[config.mk]
export PLATFORM = sky130hd
export DESIGN_NAME = alu_req_arbiter
export DESIGN_NICKNAME = d
export VERILOG_FILES = /design/src/rtl/alu_pkg.sv /design/src/rtl/arb2_rr.sv /design/src/rtl/alu_req_arbiter.sv
export SDC_FILE = /design/constraint.sdc
export NUM_CORES = 1
export LEC_CHECK = 0
export BUFFER_PORTS_ARGS = -buffer_cell sky130_fd_sc_hd__buf_2
export CAP_MARGIN = 20
export CORE_MARGIN = 1.5
export CORE_UTILIZATION = 46
export DETAILED_ROUTE_END_ITERATION = 8
export PLACE_DENSITY = 0.8
export SYNTH_ARGS = -nofsm -noshare
export SYNTH_HDL_FRONTEND = slang
export SYNTH_HIERARCHICAL = 1
export SYNTH_SLANG_ARGS = --single-unit
export TNS_END_PERCENT = 20
[constraint.sdc]
create_clock -name clk -period 2.1 [get_ports clk]
set_clock_uncertainty 0.05 [all_clocks]
set_input_delay 0.105 -clock clk [delete_from_list [all_inputs] [get_ports clk]]
set_output_delay 0.105 -clock clk [all_outputs]
set_load 0.05 [all_outputs]
[src/rtl/alu_pkg.sv]
// Shared ALU opcode constants and the arbiter FSM state encoding.
package alu_pkg;

    localparam logic [3:0] ADD  = 4'b0000;
    localparam logic [3:0] INC  = 4'b0001;
    localparam logic [3:0] SUB  = 4'b0010;
    localparam logic [3:0] DEC  = 4'b0011;
    localparam logic [3:0] MUL  = 4'b0100;
    localparam logic [3:0] DIV  = 4'b0101;
    localparam logic [3:0] SHL  = 4'b0110;
    localparam logic [3:0] SHR  = 4'b0111;
    localparam logic [3:0] AND  = 4'b1000;
    localparam logic [3:0] OR   = 4'b1001;
    localparam logic [3:0] INV  = 4'b1010;
    localparam logic [3:0] NAND = 4'b1011;
    localparam logic [3:0] NOR  = 4'b1100;
    localparam logic [3:0] XOR  = 4'b1101;
    localparam logic [3:0] XNOR = 4'b1110;
    localparam logic [3:0] BUF  = 4'b1111;

    typedef enum logic {
        IDLE = 1'b0,
        EXEC = 1'b1
    } arb_state_t;

endpackage

[src/rtl/arb2_rr.sv]
// Two-way grant logic. With ALU_ARB_RR_EN defined a 1-bit pointer gives
// round-robin priority; otherwise requester 0 always wins ties.
module arb2_rr
    import alu_pkg::*;
(
`ifdef ALU_ARB_RR_EN
    input  logic       clk,
    input  logic       rst,
    input  logic       advance,
`endif
    input  logic [1:0] req,
    output logic [1:0] gnt
);

`ifdef ALU_ARB_RR_EN
    logic ptr;

    // Pointer always points at the requester that did not win the last grant.
    always_ff @(posedge clk) begin
        if (rst) begin
            ptr <= 1'b0;
        end else if (advance) begin
            ptr <= gnt[0];
        end
    end

    always_comb begin
        gnt = req;
        if (req == 2'b11) begin
            gnt = ptr ? 2'b10 : 2'b01;
        end
    end
`else
    always_comb begin
        gnt = req[0] ? 2'b01 : {req[1], 1'b0};
    end
`endif

endmodule

[src/rtl/alu_req_arbiter.sv]
// Two-requester scheduler for the shared command-driven ALU.
// Arbitration is round-robin when ALU_ARB_RR_EN is defined, fixed priority otherwise.
module alu_req_arbiter
    import alu_pkg::*;
#(
    parameter int DATA_W  = 8,
    parameter int RES_W   = 16,
    parameter int CMD_W   = 4,
    parameter int ALU_LAT = 1
) (
    input  logic              clk,
    input  logic              rst,
    input  logic              req0_valid,
    input  logic              req1_valid,
    output logic              req0_ready,
    output logic              req1_ready,
    input  logic [DATA_W-1:0] req0_a,
    input  logic [DATA_W-1:0] req0_b,
    input  logic [DATA_W-1:0] req1_a,
    input  logic [DATA_W-1:0] req1_b,
    input  logic [CMD_W-1:0]  req0_cmd,
    input  logic [CMD_W-1:0]  req1_cmd,
    output logic              rsp0_valid,
    output logic              rsp1_valid,
    output logic [RES_W-1:0]  rsp_data,
    output logic [DATA_W-1:0] alu_a,
    output logic [DATA_W-1:0] alu_b,
    output logic [CMD_W-1:0]  alu_cmd,
    output logic              alu_en,
    input  logic [RES_W-1:0]  alu_dout,
    output logic              busy
);

    localparam logic [3:0] CNT_LAST = 4'(ALU_LAT - 1);

    arb_state_t state;
    logic [3:0] cnt;
    logic       grant_idx;
    logic [1:0] req;
    logic [1:0] gnt;
    logic       accept;

    // Requests are only visible to the arbiter while idle and out of reset,
    // so ready can never be seen during EXEC or in a reset cycle.
    assign req        = {req1_valid, req0_valid} & {2{(state == IDLE) && !rst}};
    assign req0_ready = gnt[0];
    assign req1_ready = gnt[1];
    assign accept     = |gnt;

    arb2_rr u_arb (
`ifdef ALU_ARB_RR_EN
        .clk     (clk),
        .rst     (rst),
        .advance (accept),
`endif
        .req     (req),
        .gnt     (gnt)
    );

    always_ff @(posedge clk) begin
        if (rst) begin
            state      <= IDLE;
            cnt        <= '0;
            grant_idx  <= 1'b0;
            alu_a      <= '0;
            alu_b      <= '0;
            alu_cmd    <= CMD_W'(ADD);
            alu_en     <= 1'b0;
            busy       <= 1'b0;
            rsp0_valid <= 1'b0;
            rsp1_valid <= 1'b0;
            rsp_data   <= '0;
        end else begin
            rsp0_valid <= 1'b0;
            rsp1_valid <= 1'b0;
            case (state)
                IDLE: begin
                    if (accept) begin
                        alu_a     <= gnt[1] ? req1_a   : req0_a;
                        alu_b     <= gnt[1] ? req1_b   : req0_b;
                        alu_cmd   <= gnt[1] ? req1_cmd : req0_cmd;
                        grant_idx <= gnt[1];
                        cnt       <= '0;
                        alu_en    <= 1'b1;
                        busy      <= 1'b1;
                        state     <= EXEC;
                    end
                end
                EXEC: begin
                    // Operands stay on the ALU pins after completion.
                    if (cnt == CNT_LAST) begin
                        rsp_data   <= alu_dout;
                        rsp0_valid <= !grant_idx;
                        rsp1_valid <= grant_idx;
                        cnt        <= '0;
                        alu_en     <= 1'b0;
                        busy       <= 1'b0;
                        state      <= IDLE;
                    end else begin
                        cnt <= cnt + 4'd1;
                    end
                end
                default: state <= IDLE;
            endcase
        end
    end

endmodule

After elaboration in Yosys (flattened, before gate mapping)
Cells that the tools add are included.
Storage, ports and cells
  logic and storage cells: 38
  bits of input ports: 60
  bits in registers: 45
Operators by class
  add/sub/neg operators: 1
  mux-type cells: 13
  equal/unequal tests: 2
  reduce and logical (&&, ||, !) cells: 9
  bitwise operators: 3
Operators by type and width (number)
  $mux W8: 2
  $mux W4: 3
  $pmux W4 S2: 1
  $reduce_and A2 Y1: 3
  $add A4 B1 Y4 const B: 1
  $logic_not A4 Y1: 1
  $mux W1: 4
  $pmux W1 S2: 2
  $reduce_or A3 Y1: 1
  $and A2 B2 Y2: 1
  $logic_not A1 Y1: 2
  $mux W2: 1
  $ne A2 B1 Y1 const B: 1
  $ne A2 B2 Y1 const B: 1
  $not A1 Y1: 2
  $reduce_or A2 Y1: 1
  $logic_and A1 B1 Y1: 1

Logic depth before layout (Yosys ltp)
  depth in word-level cells: 7
  mapped depth: 9

By module
The synthesis kept the hierarchy.
By module, submodules not included
  alu_req_arbiter: times used 1, sequential area each 900.9 um^2, area an instance 2068.2 um^2, cells an instance 207
  arb2_rr: times used 1, sequential area each 0.0 um^2, area an instance 21.3 um^2, cells an instance 2

Worst setup path after synthesis
No wires, ideal clock.
  path type: flip-flop to flip-flop
  start point: reg state
  end point: reg alu_a[0]
  cell stages (with the launch flop): 10
  library setup time: 146 ps
  clock period less this slack: 1948 ps
  arrival time: 1752 ps
  slack: 152 ps
  cells stage by stage: dfxtp_1 -> buf_2 -> nor3b_1 -> nor2b_4 -> buf_6 -> o21ba_1 -> buf_6 -> buf_8 -> nor2_2 -> a211oi_2
On the way
  longest elaborated chain between the ends: 6
RTL lines
  start: declaration: RTL line alu_req_arbiter.sv:36  | arb_state_t state;
  start signal: assignment: RTL line alu_req_arbiter.sv:62  | state <= IDLE;
  start signal: assignment: RTL line alu_req_arbiter.sv:86  | state <= EXEC;
  start signal: assignment: RTL line alu_req_arbiter.sv:98  | state <= IDLE;
  $not A1 Y1 (no source line) *
  $logic_and A1 B1 Y1 *: RTL line alu_req_arbiter.sv:45  | assign req = {req1_valid, req0_valid} & {2{(state == IDLE) && !rst}};
  $and A2 B2 Y2 *: RTL line alu_req_arbiter.sv:45
  net req[0]: RTL line alu_req_arbiter.sv:39  | logic [1:0] req;
  $mux W2 *: RTL line arb2_rr.sv:35  | gnt = req[0] ? 2'b01 : {req[1], 1'b0};
  net req1_ready: RTL line alu_req_arbiter.sv:16  | output logic req1_ready,
  $reduce_or A2 Y1: RTL line alu_req_arbiter.sv:48  | assign accept = |gnt;
  $reduce_and A2 Y1 (no source line)
  end signal: assignment: RTL line alu_req_arbiter.sv:79  | alu_a <= gnt[1] ? req1_a : req0_a;
  end: declaration: RTL line alu_req_arbiter.sv:26  | output logic [DATA_W-1:0] alu_a,
The timed path passes the listed nets; every way through them passes the cells marked *.
A chain may end at the register's enable or synchronous reset.

Worst setup path after layout
  start point: reg state
  end point: out req1_ready
On the way
  longest elaborated chain between the ends: 4
RTL lines (RTL line)
  $not A1 Y1 (no source line)
  $logic_and A1 B1 Y1: alu_req_arbiter.sv:45
  $and A2 B2 Y2: alu_req_arbiter.sv:45
  net req[1]: alu_req_arbiter.sv:39
  $mux W2: arb2_rr.sv:35
  end: declaration: alu_req_arbiter.sv:16
The timed path passes the listed nets, and every way through them passes these cells.

==> metrics.csv <==
metric,value,unit
cts_tree,built,
hold_viol,0,
setup_viol,0,
grt_max_degree,42,
rsz0062_at_grt,false,
vias_per_cell,4.997,
clkSinkCount,45,
worst_slack,202.5,ps
cts_resized,0,
finalCriticalPeriod,1897,ps
start_util,47.99,%
synth-main-ff-cell,dfxtp_1,
grt_usage,19.11,%
grt_pass1_wl,7.617,mm
die-area,4955,um^2
wl,4.697,mm
root_buffer,clkbuf_8,
firstDrtPassIters,4,
register_area,900.9,um^2
worstSetupPathType,flip-flop to output pin,
cts_inserted_buffers,5,
area_growth,35.21,%
grt_pass1_vias,1784,
drv_slew,0,
post-dp-hpwl,3.144,mm
worst-path-buf-inv,2,
drive_gt1_share,48.91,%
netlist_instances,209,
post-route-period-util,90.36,%
seq_area_frac_synth,43.11,%
port_buffers,101,
fmax,0.5270,GHz
clk_pin_slew_worst_paths,80,ps
die_h,70.40,um
cp_max_fo,21,
p_leak,1.242,nW
crit_path_top_delay_cell,buf_4,
nFillCells,348,
postCtsSetupBuffers,0,
vias,1864,
worst_slew_pin_slew,447.9,ps
slowest_delay,350,ps
critical_path_arrival,1740,ps
syn_area_per_cell,9.998,um^2
rows,24,
max_cap_violations,0,
fin_tns_setup,0,ps
pin_count,102,
multi_input_area,1006,um^2
end_kind,output pin,
grt_antenna_before_repair,0,
antenna_cells,0,
outcome,completed,
synth_seq_cells,45,
gp_congestion,0.7203,
core-area,4354,um^2
yosysWarnings,6,
synth_edf_count,0,
antenna_left,0,
fp.dieW,70.40,um
fin_nets,383,
min_path_type,primary input to flip-flop,
clock_latency,280,ps
ys_async_sr_fraction,0,%
pre_cts_ws,399.5,ps
htree_levels,2,
worstPathRequired,1950,ps
clock_path_buffers,2,
crit_family,buffers and inverters,
peakVddDrop,0.4584,mV
drc,0,
path_cells,nor3b_1 -> nor2b_4 -> buf_4 -> buf_2,
relSlewSlack,69.91,%
syn_area,2090,um^2
drt-initial-drc-count,67,
p_per_area,836.2,nW/um^2
synth_cell_types,32,
drt-wirelength-per-cell,12.59,um
syn-num-nets,271,
worst_setup_path_start_kind,flip-flop,
grt-ovfl-total,0,
stage by stage:
stage               cell area (um^2)  util (%)  instances  hold WS, ps  power (mW)
finish                          2825     64.89        373        133.7       2.363
global route                    2825     64.89        373        125.0       2.479
CTS                             2825     64.89        373        116.4       2.397
detailed placement              2561     58.82        350        301.1       1.752
global placement                2561     58.82        350        295.1       1.738
floorplan                       2090         -        209        191.0       1.610
layout by cell type, fill, tap and decap left out:
cell,instances
nor2_1,3
mux2i_1,20
nor3_1,4
nand3b_1,1
or3b_1,1
buf_2,101
nor2b_4,1
nand4bb_1,1
bufinv_16,1
nand2b_1,2
nand3_1,2
nor4b_1,1
buf_12,1
nand4b_1,1
and4bb_1,1
nor2_2,19
nor3b_1,3
ha_1,2
nand2_1,33
clkbuf_8,5
dfxtp_1,45
inv_1,3
a211oi_2,20
dlygate4sd3_1,16
buf_4,7
a31oi_1,1
o21ai_0,3
clkinv_2,1
o21ba_2,1
nor2b_1,1
a21oi_1,19
o31ai_1,1
sequential cells by signal (all words and copies together), names as in the netlist:
name,cells
busy,1
rsp0_valid,1
alu_a,8
rsp1_valid,1
cnt,4
rsp_data,16
alu_cmd,4
alu_b,8
state,1
grant_idx,1
repair_timing:
item / CTS / global route
hold endpoints to repair: 16 / 0
setup endpoints to repair: 0 / 0
hold buffers: 16 / 0
Yosys cell counts (2+ instances only):
master     n  area, um^2
nand2_1   33       123.9
dfxtp_1   45       900.9
nor2_1     3       11.26
nor3b_1    3       22.52
a21oi_1   19       95.09
nand2b_1   2       12.51
ha_1       2       25.02
nand3_1    2       10.01
buf_6      7       78.83
nor2_2    19       118.9
buf_8      2       30.03
a211oi_2  20       250.2
buf_2      2       10.01
mux2i_1   20       200.2
nor3_1     4       20.02
buf_4      4       30.03
clkbuf_1   3       11.26
o21ai_0    3       15.01
inv_1      3       11.26
where the power goes:
group          internal [mW]  switching, mW  total (mW)
clock                  0.346          0.266       0.612
combinational          0.252          0.520       0.772
sequential             0.933         0.0460       0.979
area by class of cell:
type	instances	area share [%]
multi-input combinational	141	35.61
timing repair buffer	125	26.13
clock inverter	2	1.240
clock buffer	5	2.436
tap	52	2.303
sequential	45	31.89
inverter	3	0.3986
worst register-to-register path, stage by stage (launching register included):
cell	delay, ps
dfxtp_1	330
nor3b_1	210
nor2b_4	220
buf_4	350
mux2i_1	310
a211oi_2	90
layer usage:
| layer | global-route usage (%) | vias to the layer above | part of all wire (%) | wire length (um) |
|---|---|---|---|---|
| li1 | - | 937 | - | - |
| met1 | 20.94 | 851 | 41 | 1941 |
| met2 | 35.22 | 72 | 51 | 2394 |
| met3 | 4.618 | 4 | 7.0 | 328 |
| met4 | 7.051 | 0 | 0.68 | 32 |
| met5 | 0 | - | 0 | 0 |
path summary, 6_finish.rpt:
check | from | endpoint | slack, ps | cells after the start
worst max-delay path | state | req1_ready | 200 | 4
worst min register to register | grant_idx | rsp0_valid | 380 | 1
worst min-delay path | req0_a[2] | alu_a[2] | 130 | 3
worst max register to register | state | alu_cmd[2] | 410 | 5
cell families (layout without fill, tap and decap cells):
family,Yosys count,count (layout),synth area share (%)
AND/OR/NAND/NOR,74,74,18.98
multiplexers,20,20,9.581
AO/OA/AOI/OAI,45,45,18.38
adder cells (fa/ha/maj),2,2,1.197
buffers and inverters,23,135,8.743
flip-flops,45,45,43.11
Note: power is estimated with default switching activity, not from simulation.
